### src/rtl/ram32_arbiter.sv
// Two-port (ibus/dbus) arbiter onto one word-wide single-port RAM with 1-cycle read latency.
// Partial dbus writes are done as read-modify-write since the RAM has no byte enables.
module ram32_arbiter #(
    parameter int RAM_SIZE = 1024,
    localparam int RAM_ADDR_BITS = $clog2(RAM_SIZE / 4)
) (
    input  logic                     clk,
    input  logic                     reset,
    input  logic [31:0]              i_ibus_adr,
    input  logic                     i_ibus_cyc,
    output logic [31:0]              o_ibus_rdt,
    output logic                     o_ibus_ack,
    input  logic [31:0]              i_dbus_adr,
    input  logic [31:0]              i_dbus_dat,
    input  logic [3:0]               i_dbus_sel,
    input  logic                     i_dbus_we,
    input  logic                     i_dbus_cyc,
    output logic [31:0]              o_dbus_rdt,
    output logic                     o_dbus_ack,
    output logic [RAM_ADDR_BITS-1:0] o_ram_addr,
    output logic                     o_ram_ce,
    output logic                     o_ram_we,
    output logic [31:0]              o_ram_wdata,
    input  logic [31:0]              i_ram_rdata
);

    typedef enum logic [1:0] {IDLE, RD, MERGE, ACK} state_t;

    state_t      state_q;
    logic        last_grant_q;  // 1 = dbus was granted last
    logic        gnt_dbus_q;
    logic [31:0] ibus_rdt_q;
    logic [31:0] dbus_rdt_q;
    logic        ibus_ack_q;
    logic        dbus_ack_q;

    logic        any_req;
    logic        pick_dbus;
    logic        sel_dbus;
    logic [31:0] adr_mux;

    assign any_req   = i_ibus_cyc | i_dbus_cyc;
    assign pick_dbus = (i_ibus_cyc & i_dbus_cyc) ? ~last_grant_q : i_dbus_cyc;
    assign sel_dbus  = (state_q == IDLE) ? pick_dbus : gnt_dbus_q;
    assign adr_mux   = sel_dbus ? i_dbus_adr : i_ibus_adr;

    always_comb begin
        o_ram_ce    = 1'b0;
        o_ram_we    = 1'b0;
        o_ram_addr  = adr_mux[RAM_ADDR_BITS+1:2];
        o_ram_wdata = i_dbus_dat;
        case (state_q)
            IDLE: begin
                if (any_req) begin
                    if (!pick_dbus || !i_dbus_we) begin
                        o_ram_ce = 1'b1;
                    end else if (i_dbus_sel == 4'hF) begin
                        o_ram_ce = 1'b1;
                        o_ram_we = 1'b1;
                    end else if (i_dbus_sel != 4'h0) begin
                        o_ram_ce = 1'b1;
                    end
                end
            end
            MERGE: begin
                o_ram_ce = 1'b1;
                o_ram_we = 1'b1;
                for (int unsigned k = 0; k < 4; k++) begin
                    o_ram_wdata[8*k +: 8] = i_dbus_sel[k] ? i_dbus_dat[8*k +: 8]
                                                          : i_ram_rdata[8*k +: 8];
                end
            end
            default: ;
        endcase
        // Reset must win over any live request so an aborted merge never writes.
        if (reset) begin
            o_ram_ce = 1'b0;
            o_ram_we = 1'b0;
        end
    end

    always_ff @(posedge clk) begin
        if (reset) begin
            state_q      <= IDLE;
            last_grant_q <= 1'b1;
            gnt_dbus_q   <= 1'b0;
            ibus_rdt_q   <= '0;
            dbus_rdt_q   <= '0;
            ibus_ack_q   <= 1'b0;
            dbus_ack_q   <= 1'b0;
        end else begin
            ibus_ack_q <= 1'b0;
            dbus_ack_q <= 1'b0;
            case (state_q)
                IDLE: begin
                    if (any_req) begin
                        last_grant_q <= pick_dbus;
                        gnt_dbus_q   <= pick_dbus;
                        if (!pick_dbus || !i_dbus_we) begin
                            state_q <= RD;
                        end else if (i_dbus_sel == 4'hF || i_dbus_sel == 4'h0) begin
                            dbus_ack_q <= 1'b1;
                            state_q    <= ACK;
                        end else begin
                            state_q <= MERGE;
                        end
                    end
                end
                RD: begin
                    if (gnt_dbus_q) begin
                        dbus_rdt_q <= i_ram_rdata;
                        dbus_ack_q <= 1'b1;
                    end else begin
                        ibus_rdt_q <= i_ram_rdata;
                        ibus_ack_q <= 1'b1;
                    end
                    state_q <= ACK;
                end
                MERGE: begin
                    dbus_ack_q <= 1'b1;
                    state_q    <= ACK;
                end
                default: state_q <= IDLE;
            endcase
        end
    end

    assign o_ibus_rdt = ibus_rdt_q;
    assign o_dbus_rdt = dbus_rdt_q;
    assign o_ibus_ack = ibus_ack_q;
    assign o_dbus_ack = dbus_ack_q;

    logic unused_ok;
    assign unused_ok = ^{i_ibus_adr[31:RAM_ADDR_BITS+2], i_ibus_adr[1:0],
                         i_dbus_adr[31:RAM_ADDR_BITS+2], i_dbus_adr[1:0]};

endmodule

### config.mk
export PLATFORM = sky130hd
export DESIGN_NAME = ram32_arbiter
export DESIGN_NICKNAME = d
export VERILOG_FILES = /design/src/rtl/ram32_arbiter.sv
export SDC_FILE = /design/constraint.sdc
export NUM_CORES = 1
export LEC_CHECK = 0
export CORE_MARGIN = 10
export CORE_UTILIZATION = 36
export CTS_BUF_LIST = sky130_fd_sc_hd__clkbuf_16
export DETAILED_ROUTE_END_ITERATION = 12
export PLACE_DENSITY_LB_ADDON = 0.1
export RECOVER_POWER = 100
export SLEW_MARGIN = 40
export SYNTH_ARGS = -nofsm -noshare
export SYNTH_HDL_FRONTEND = slang
export SYNTH_SLANG_ARGS = --single-unit
### constraint.sdc
create_clock -name clk -period 4 [get_ports clk]
set_clock_uncertainty 0.2 [all_clocks]
set_input_delay 1 -clock clk [delete_from_list [all_inputs] [get_ports clk]]
set_output_delay 1 -clock clk [all_outputs]
set_load 0.01 [all_outputs]
==> run summary, run 1 <==
worst reg-to-reg setup slack -> 1220 ps
number of diodes -> 0
average cell area after synthesis -> 8.27 um^2
Hold EP -> o_ibus_rdt[7]
final-stage net count -> 709
detail-routed via count per cell -> 4.83
wire length per cell after detailed routing -> 16.5 um
clk slew on worst S/H paths -> 50 ps
pin slew with the least headroom to its limit -> 1660 ps
crit path kind -> input pin to output port
floorplan row count -> 33
area delta synth->final -> 76.8%
largest cells by area after synthesis -> sky130_fd_sc_hd__dfxtp_1, sky130_fd_sc_hd__nand2_1, sky130_fd_sc_hd__mux2_2
root buffer cell -> sky130_fd_sc_hd__clkbuf_16
Hold Buf Count CTS -> 0
CP endpoint kind -> output port
die span in x -> 113 um
clock tree from TritonCTS -> yes
via count of the first global-routing pass -> 3451
run status -> complete, but fails checks
remaining global-route overflow -> 0
antenna-violating nets left -> 0
number of clock sinks seen by CTS -> 70
share of the cycle needed by the critical path after routing -> 0.980
worst rel slew slack -> -0.108
setup ws final -> 78.0 ps
post-route cell area -> 5470 um^2
total of max-cap violations -> 1
number of inserted filler cells in the final layout -> 724
start of the worst register-to-register path -> state_q[1]
crit path time final -> 3920 ps
Placer Congestion -> 0.763
largest net degree at the start of global routing -> 40
f_max -> 255 MHz
final hold slack -> 249 ps
Required @ worst endpoint -> 2800 ps
H-Tree Level Count -> 3
post-route insts no fill -> 678
number of buffers created by CTS -> 9
cell count after placement -> 661
initial core utilization -> 0.373
unrepaired setup endpoints after global routing -> no
cell leakage power -> 2.21 nW
top-area cell type share of the netlist area -> 0.453
CP Max Fanout -> 5
failing checks -> capacitance limit, slew limit
FF+latch count, synth -> 70
mapped cell area -> 3090 um^2
placed wire-length estimate -> 8820 um
Final Routed Wirelength -> 11200 um
clock insertion delay at the later pin of the skew report -> 320 ps
library cells used by synthesis -> 28
logic depth of the worst register-to-register path -> 6
VDD IR max -> 0.000271 V
max-slew violation count -> 40
CP Launch Type -> input pin
drt pass-1 iters -> 4
Mapped Cells -> 374
reg2reg end -> o_ibus_rdt[3]
fraction of layout instances using a drive strength above 1 -> 0.124
total nets after synthesis -> 515
Setup-failing EPs final -> 0
Cell Pwr Density -> 500 nW/um^2
initial antenna violation count -> 0
number of buffers between clock root and the deepest sink -> 2
DP Worst Slack -> -11.8 ps
overall fraction of global-route tracks in use -> 0.169
placeable core region -> 8300 um^2
vertical die dimension -> 113 um
fraction of the yosys area taken by sequential cells -> 0.453
wire length of the first global-routing pass -> 17500 um
hold path startpoint -> o_ibus_rdt[7]
hold path depth -> 2
count of input and output buffers -> 196
total number of vias -> 3277
data arrival time of the critical path -> 2720 ps
library cell with the largest summed area after synthesis -> sky130_fd_sc_hd__dfxtp_1
HP Class -> flip-flop to flip-flop
drt first-iter violations -> 148
# IOs -> 245
warnings from Yosys -> 0
placed cell areas -> 5200 um^2
die outline area -> 12700 um^2
remaining design rule violation count -> 0
final hold violations -> 0
## what timing repair did
item,CTS,global route
gates resized for setup,0,1
setup endpoints to repair,7,8
buffers inserted,1,0
pin swaps,1,0
## area by class of cell
class / instances / area, um^2 / share of cell area
Tap cell: 105 / 131 / 0.0240
Sequential cell: 70 / 1400 / 0.256
Clock inverter: 7 / 33.8 / 0.00618
Multi-Input combinational cell: 273 / 1550 / 0.284
Inverter: 3 / 11.3 / 0.00206
Clock buffer: 9 / 225 / 0.0412
Timing Repair Buffer: 211 / 2110 / 0.386
## power by group
part	switching, mW	leakage (nW)	internal, mW
Clock	0.277	0.135	0.409
Combinational	0.565	1.50	0.606
Sequential	0.0573	0.569	0.816
## worst max-delay path by stage
stage | startpoint | endpoint | slack, ps | cells past startpoint
3_5_place_dp | i_ibus_cyc | o_ram_addr[6] | -10 | 5
3_3_place_gp | i_ibus_cyc | o_ram_addr[2] | -10 | 5
2_1_floorplan | i_ibus_cyc | o_ram_addr[0] | 1020 | 3
4_1_cts | i_dbus_cyc | o_ram_addr[6] | 40 | 5
5_1_grt | i_ibus_cyc | o_ram_addr[6] | 9 | 6
6_report | i_ibus_cyc | o_ram_ce | 80 | 6
## per-layer routing
layer  vias up  part of all wire  GRT usage  wire length (um)
li1       1643                 -          -                 -
met1      1480              0.38      0.173              4210
met2       147              0.47      0.277              5280
met3         7              0.15      0.113              1630
met4         0            0.0082     0.0431                92
met5         -                 0          0                 0
## sequential cells by signal, summed over array words and instances (netlist names)
| signal | cells |
|---|---|
| o_dbus_rdt | 32 |
| gnt_dbus_q | 1 |
| last_grant_q | 1 |
| o_ibus_ack | 1 |
| o_ibus_rdt | 32 |
| state_q | 2 |
| o_dbus_ack | 1 |
## kinds of logic after synthesis
logic type,count (synthesis),synth area share
and+or+nand+nor,150,0.197
buffers and inverters,31,0.0445
adders and majority gates,4,0.0162
DFF,70,0.453
muxes,41,0.149
AOI/OAI and AO/OA,78,0.140
## per-stage QoR
step	total power, mW	utilization	TNS (ps)
after floorplan	1.49	-	0
after global placement	2.09	0.626	-25.1
after detailed placement	2.11	0.626	-26.8
after CTS	2.82	0.660	0
after global routing	2.91	0.659	0
final	2.73	0.659	0
## Yosys cell counts
master                        n
sky130_fd_sc_hd__ha_1         4
sky130_fd_sc_hd__nor4_1       1
sky130_fd_sc_hd__a31o_2       1
sky130_fd_sc_hd__and2_1       2
sky130_fd_sc_hd__a31oi_1      2
sky130_fd_sc_hd__nand4_1      1
sky130_fd_sc_hd__a31oi_4      1
sky130_fd_sc_hd__nand2b_1     5
sky130_fd_sc_hd__o2111ai_1    1
sky130_fd_sc_hd__a32oi_1      1
sky130_fd_sc_hd__nor2b_1      3
sky130_fd_sc_hd__a21oi_1     68
sky130_fd_sc_hd__o21ai_0      1
sky130_fd_sc_hd__and4_1       1
sky130_fd_sc_hd__mux2_2      40
sky130_fd_sc_hd__nand2_1    131
sky130_fd_sc_hd__or3b_1       1
sky130_fd_sc_hd__nor2_1       2
sky130_fd_sc_hd__mux2i_1      1
sky130_fd_sc_hd__a2111oi_0    1
sky130_fd_sc_hd__or2_2        2
sky130_fd_sc_hd__buf_4        1
sky130_fd_sc_hd__nand2_2      1
sky130_fd_sc_hd__o32ai_1      2
sky130_fd_sc_hd__buf_2       14
sky130_fd_sc_hd__clkbuf_1    13
sky130_fd_sc_hd__inv_1        3
sky130_fd_sc_hd__dfxtp_1     70
## worst max-delay path, cell delays in order
cell and delay, ps:
sky130_fd_sc_hd__clkdlybuf4s50_1 500, sky130_fd_sc_hd__buf_4 140, sky130_fd_sc_hd__o21ai_0 120, sky130_fd_sc_hd__a31o_2 250, sky130_fd_sc_hd__a21oi_1 150, sky130_fd_sc_hd__clkdlybuf4s50_1 570
## layout by cell type (no fill, tap or decap), types with 2 or more instances in the layout
master / Yosys / layout
sky130_fd_sc_hd__a21oi_1: 68 / 68
sky130_fd_sc_hd__a31oi_1: 2 / 2
sky130_fd_sc_hd__and2_1: 2 / 2
sky130_fd_sc_hd__buf_12: 0 / 4
sky130_fd_sc_hd__buf_4: 1 / 8
sky130_fd_sc_hd__clkbuf_1: 13 / 3
sky130_fd_sc_hd__clkbuf_16: 0 / 9
sky130_fd_sc_hd__clkdlybuf4s50_1: 0 / 120
sky130_fd_sc_hd__clkinv_2: 0 / 3
sky130_fd_sc_hd__dfxtp_1: 70 / 70
sky130_fd_sc_hd__dlygate4sd3_1: 0 / 74
sky130_fd_sc_hd__ha_1: 4 / 4
sky130_fd_sc_hd__inv_1: 3 / 5
sky130_fd_sc_hd__mux2_2: 40 / 40
sky130_fd_sc_hd__nand2_1: 131 / 131
sky130_fd_sc_hd__nand2b_1: 5 / 5
sky130_fd_sc_hd__nor2_1: 2 / 2
sky130_fd_sc_hd__nor2b_1: 3 / 3
sky130_fd_sc_hd__o32ai_1: 2 / 2
sky130_fd_sc_hd__or2_2: 2 / 2
(Power assumes the default switching activity.)
==> inputs of run 2 (changes only) <==
CORE_UTILIZATION = 33   (was 36)
clock period = 4.5 ns   (was 4 ns; I/O delays follow)
==> run summary, run 2 (synthesis gave the netlist of run 1 again) <==
CP Max Fanout -> 7
number of buffers created by CTS -> 9
die span in x -> 117 um
placed wire-length estimate -> 8720 um
CP Launch Type -> input pin
crit path time final -> 4330 ps
overall fraction of global-route tracks in use -> 0.163
DP Worst Slack -> 193 ps
wire length per cell after detailed routing -> 16.7 um
count of input and output buffers -> 196
clock tree from TritonCTS -> yes
crit path kind -> input pin to output port
setup ws final -> 174 ps
number of buffers between clock root and the deepest sink -> 2
drt first-iter violations -> 134
number of diodes -> 0
largest net degree at the start of global routing -> 44
final total negative setup slack -> 0 ps
antenna-violating nets left -> 0
total number of vias -> 3271
data arrival time of the critical path -> 3000 ps
cell at the slowest stage of the critical path -> sky130_fd_sc_hd__dlygate4sd3_1
detail-routed via count per cell -> 4.82
Cell Pwr Density -> 452 nW/um^2
# IOs -> 245
number of buffer and inverter stages on the critical path -> 2
Hold Buf Count CTS -> 0
drt pass-1 iters -> 4
VDD IR max -> 0.000229 V
share of the cycle needed by the critical path after routing -> 0.961
fraction of layout instances using a drive strength above 1 -> 0.113
cell breakdown of the critical path -> dlygate4sd3_1, o21ai_0, a31o_2, a21oi_1, dlygate4sd3_1
most used cells in the layout excluding fill and tap cells -> sky130_fd_sc_hd__nand2_1, sky130_fd_sc_hd__clkdlybuf4s50_1, sky130_fd_sc_hd__dlygate4sd3_1
total of max-cap violations -> 1
via count of the first global-routing pass -> 3378
initial core utilization -> 0.336
commonest non-fill, non-tap cell in the layout -> sky130_fd_sc_hd__nand2_1
largest stage delay on the critical path -> 690 ps
area delta synth->final -> 74.7%
run status -> complete, but fails checks
pin slew with the least headroom to its limit -> 1890 ps
f_max -> 231 MHz
clock insertion delay at the later pin of the skew report -> 320 ps
cell leakage power -> 2.16 nW
wire length of the first global-routing pass -> 17500 um
unrepaired setup endpoints after global routing -> no
number of clock sinks seen by CTS -> 70
remaining global-route overflow -> 0
remaining design rule violation count -> 0
initial antenna violation count -> 0
root buffer cell -> sky130_fd_sc_hd__clkbuf_16
post-route insts no fill -> 679
final hold violations -> 0
worst rel slew slack -> -0.259
failing checks -> capacitance limit, slew limit
cell count after placement -> 664
Placer Congestion -> 0.781
clk slew on worst S/H paths -> 50 ps
HP Class -> flip-flop to flip-flop
vertical die dimension -> 117 um
placeable core region -> 9200 um^2
final-stage net count -> 705
max-slew violation count -> 44
H-Tree Level Count -> 3
Final Routed Wirelength -> 11300 um
die outline area -> 13600 um^2
CTS-repair resized insts -> 0
gate family responsible for the most delay along the worst path -> buffers and inverters
buffers inserted by post-CTS timing repair -> 0
Setup-failing EPs final -> 0
Critical Path Most Common Cell -> sky130_fd_sc_hd__dlygate4sd3_1
Required @ worst endpoint -> 3170 ps
floorplan row count -> 35
CP endpoint kind -> output port
-- run 2: changes by cell type in the layout (fill, tap and decap cells not counted), sizes merged, moves of 5 or more --
cell	previous run	this run
clkdlybuf4s50	120	98
buf	13	4
dlygate4sd3	74	97
clkbuf	12	17
-- run 2: cell type report --
class / count / area [um^2]
Fill cell: 852 / 3800
Timing Repair Buffer: 207 / 2010
Multi-Input combinational cell: 273 / 1550
Sequential cell: 70 / 1400
Clock buffer: 9 / 225
Tap cell: 111 / 139
Clock inverter: 6 / 56.3
Inverter: 3 / 11.3
-- run 2: worst paths after layout --
check                      from        endpoint  slack [ps]  cells past startpoint
setup / recovery     i_dbus_cyc        o_ram_ce         170                      5
hold / removal    o_dbus_rdt[4]   o_dbus_rdt[4]         250                      2
setup reg to reg     state_q[1]  o_ibus_rdt[16]        1710                      6
hold reg to reg   o_dbus_rdt[4]   o_dbus_rdt[4]         250                      2
-- run 2: where the power goes --
group	internal (mW)	leakage (nW)	switching [mW]	total (mW)
Combinational	0.492	1.44	0.496	0.988
Clock	0.421	0.148	0.257	0.677
Sequential	0.726	0.569	0.0517	0.777
-- run 2: per-stage QoR --
| step | total power, mW | utilization | area (um^2) | hold slack, ps |
|---|---|---|---|---|
| finish | 2.44 | 0.587 | 5400 | 247 |
| detailed placement | 1.86 | 0.560 | 5150 | 245 |
| CTS | 2.55 | 0.590 | 5430 | 253 |
| floorplan | 1.33 | - | 3090 | 274 |
| global placement | 1.84 | 0.560 | 5150 | 241 |
| global route | 2.60 | 0.587 | 5400 | 266 |
-- run 2: metal layers --
metal / up-vias / global-route usage / part of all wire
met5: - / 0 / 0
met4: 0 / 0.0618 / 0.017
met3: 13 / 0.0917 / 0.13
met2: 144 / 0.255 / 0.46
met1: 1478 / 0.182 / 0.39
li1: 1636 / - / -
-- run 2: worst register-to-register path, delay by kind of cell, from the launching register on --
family          cells  cell delay [ps]
compound gates      1              170
fa+ha+maj           1              210
buf+inv             2             1030
simple gates        2              760
flops               1              330
==> inputs of run 3 (changes only) <==
CORE_UTILIZATION = 53   (was 33)
DONT_BUFFER_PORTS = 1   (was not set)
TNS_END_PERCENT = 50   (was not set)
==> run summary, run 3 (synthesis gave the netlist of run 1 again) <==
number of buffers created by CTS -> 9
final-stage net count -> 502
most used cells in the layout excluding fill and tap cells -> sky130_fd_sc_hd__nand2_1, sky130_fd_sc_hd__dfxtp_1, sky130_fd_sc_hd__a21oi_1
initial core utilization -> 0.555
remaining global-route overflow -> 0
total number of vias -> 2503
CP endpoint kind -> output port
fraction of layout instances using a drive strength above 1 -> 0.0548
overall fraction of global-route tracks in use -> 0.187
cell breakdown of the critical path -> nand2_2, a31oi_1, mux2_1
share of the cycle needed by the critical path after routing -> 0.798
post-route insts no fill -> 437
drt first-iter violations -> 74
run status -> completed
initial antenna violation count -> 0
wire length per cell after detailed routing -> 21.4 um
placeable core region -> 5570 um^2
# IOs -> 245
max-slew violation count -> 0
drt pass-1 iters -> 4
via count of the first global-routing pass -> 2483
Placer Congestion -> 0.795
VDD IR max -> 0.000345 V
Internal Power -> 1.33 mW
clk slew on worst S/H paths -> 50 ps
Global Route met2 Usage -> 0.309
CTS-repair resized insts -> 0
number of clock sinks seen by CTS -> 70
crit path kind -> input pin to output port
clock insertion delay at the later pin of the skew report -> 320 ps
H-Tree Level Count -> 3
final total negative setup slack -> 0 ps
largest stage delay on the critical path -> 630 ps
commonest non-fill, non-tap cell in the layout -> sky130_fd_sc_hd__nand2_1
hold path depth -> 2
detail-routed via count per cell -> 5.73
number of diodes -> 0
met1 GRT Util -> 0.190
power dissipated by switching net loads -> 709 uW
unrepaired setup endpoints after global routing -> no
total of max-cap violations -> 0
final hold violations -> 0
Required @ worst endpoint -> 3170 ps
vertical die dimension -> 96.4 um
pin slew with the least headroom to its limit -> 1490 ps
Hold Buf Count CTS -> 0
wire length of the first global-routing pass -> 13400 um
Worst path depth -> 3
antenna-violating nets left -> 0
combinational power share -> 0.256
CP Max Fanout -> 9
f_max -> 278 MHz
HP Class -> flip-flop to flip-flop
cell leakage power -> 1.17 nW
root buffer cell -> sky130_fd_sc_hd__clkbuf_16
Setup-failing EPs final -> 0
buffers inserted by post-CTS timing repair -> 0
crit path time final -> 3590 ps
switching part of the total -> 0.347
cell at the slowest stage of the critical path -> sky130_fd_sc_hd__a31oi_1
fraction of power consumed by the clock network -> 0.327
die span in x -> 96.4 um
number of buffer and inverter stages on the critical path -> 0
Final Routed Wirelength -> 9350 um
global route hottest layer -> met2
placed cell areas -> 3090 um^2
data arrival time of the critical path -> 2270 ps
Cell Pwr Density -> 610 nW/um^2
post-route cell area -> 3350 um^2
floorplan row count -> 27
worst rel slew slack -> 0.00950
met3 usage in global routing -> 0.113
cell count after placement -> 422
remaining design rule violation count -> 0
clock tree from TritonCTS -> yes
area delta synth->final -> 8.22%
placed wire-length estimate -> 7070 um
die outline area -> 9290 um^2
count of input and output buffers -> 0
gate family responsible for the most delay along the worst path -> compound AO/OA/AOI/OAI gates
CP Launch Type -> input pin
number of buffers between clock root and the deepest sink -> 2
largest net degree at the start of global routing -> 73
part of the total power dissipated in sequential elements -> 0.416
logic depth of the worst register-to-register path -> 6
==> run 3: cell types whose count changed in the layout (fill, tap and decap cells not counted), moves of 2 or more <==
| cell | change |
|---|---|
| sky130_fd_sc_hd__mux2_2 | -40 |
| sky130_fd_sc_hd__dlygate4sd3_1 | -97 |
| sky130_fd_sc_hd__clkbuf_2 | -2 |
| sky130_fd_sc_hd__clkdlybuf4s50_1 | -98 |
| sky130_fd_sc_hd__clkbuf_1 | -4 |
| sky130_fd_sc_hd__mux2_1 | +40 |
| sky130_fd_sc_hd__buf_4 | -2 |
==> run 3: through the flow <==
stage	worst slack [ps]	power [mW]	utilization	hold WS (ps)
2_1_floorplan	1270	1.33	-	274
5_1_grt	711	2.17	0.600	314
4_1_cts	1190	2.10	0.604	303
3_5_place_dp	1210	1.44	0.554	295
3_3_place_gp	1210	1.43	0.554	288
6_report	909	2.04	0.600	298
==> run 3: final cells by class <==
| cell class | instances | area (um^2) |
|---|---|---|
| clock buffer | 9 | 225 |
| clock inverter | 6 | 55.1 |
| fill | 499 | 2230 |
| inverter | 3 | 11.3 |
| multi-input combinational | 273 | 1540 |
| sequential | 70 | 1400 |
| tap | 72 | 90.1 |
| timing repair buffer | 4 | 22.5 |
==> run 3: path summary, 6_finish.rpt <==
path	start	slack [ps]	endpoint
setup / recovery	i_ibus_cyc	910	o_ram_addr[2]
hold / removal	o_dbus_rdt[21]	300	o_dbus_rdt[21]
setup reg to reg	state_q[1]	1920	o_dbus_rdt[5]
hold reg to reg	o_dbus_rdt[21]	300	o_dbus_rdt[21]
==> run 3: routing by layer <==
| layer | part of all wire | vias up |
|---|---|---|
| li1 | - | 1219 |
| met1 | 0.34 | 1124 |
| met2 | 0.48 | 149 |
| met3 | 0.16 | 11 |
| met4 | 0.011 | 0 |
| met5 | 0 | - |
==> run 3: tightest hold or removal path: stages, from the launching register on <==
cell and delay (ps):
sky130_fd_sc_hd__dfxtp_1 340, sky130_fd_sc_hd__nand2_1 70, sky130_fd_sc_hd__a21oi_1 50
==> run 3: power groups by stage <==
stage                     combinational [mW]  sequential [mW]  clock [mW]
after floorplan                        0.495            0.832           0
after global placement                 0.563            0.865           0
after detailed placement               0.568            0.869           0
after CTS                              0.571            0.855       0.676
after global routing                   0.598            0.866       0.702
final                                  0.523            0.850       0.668
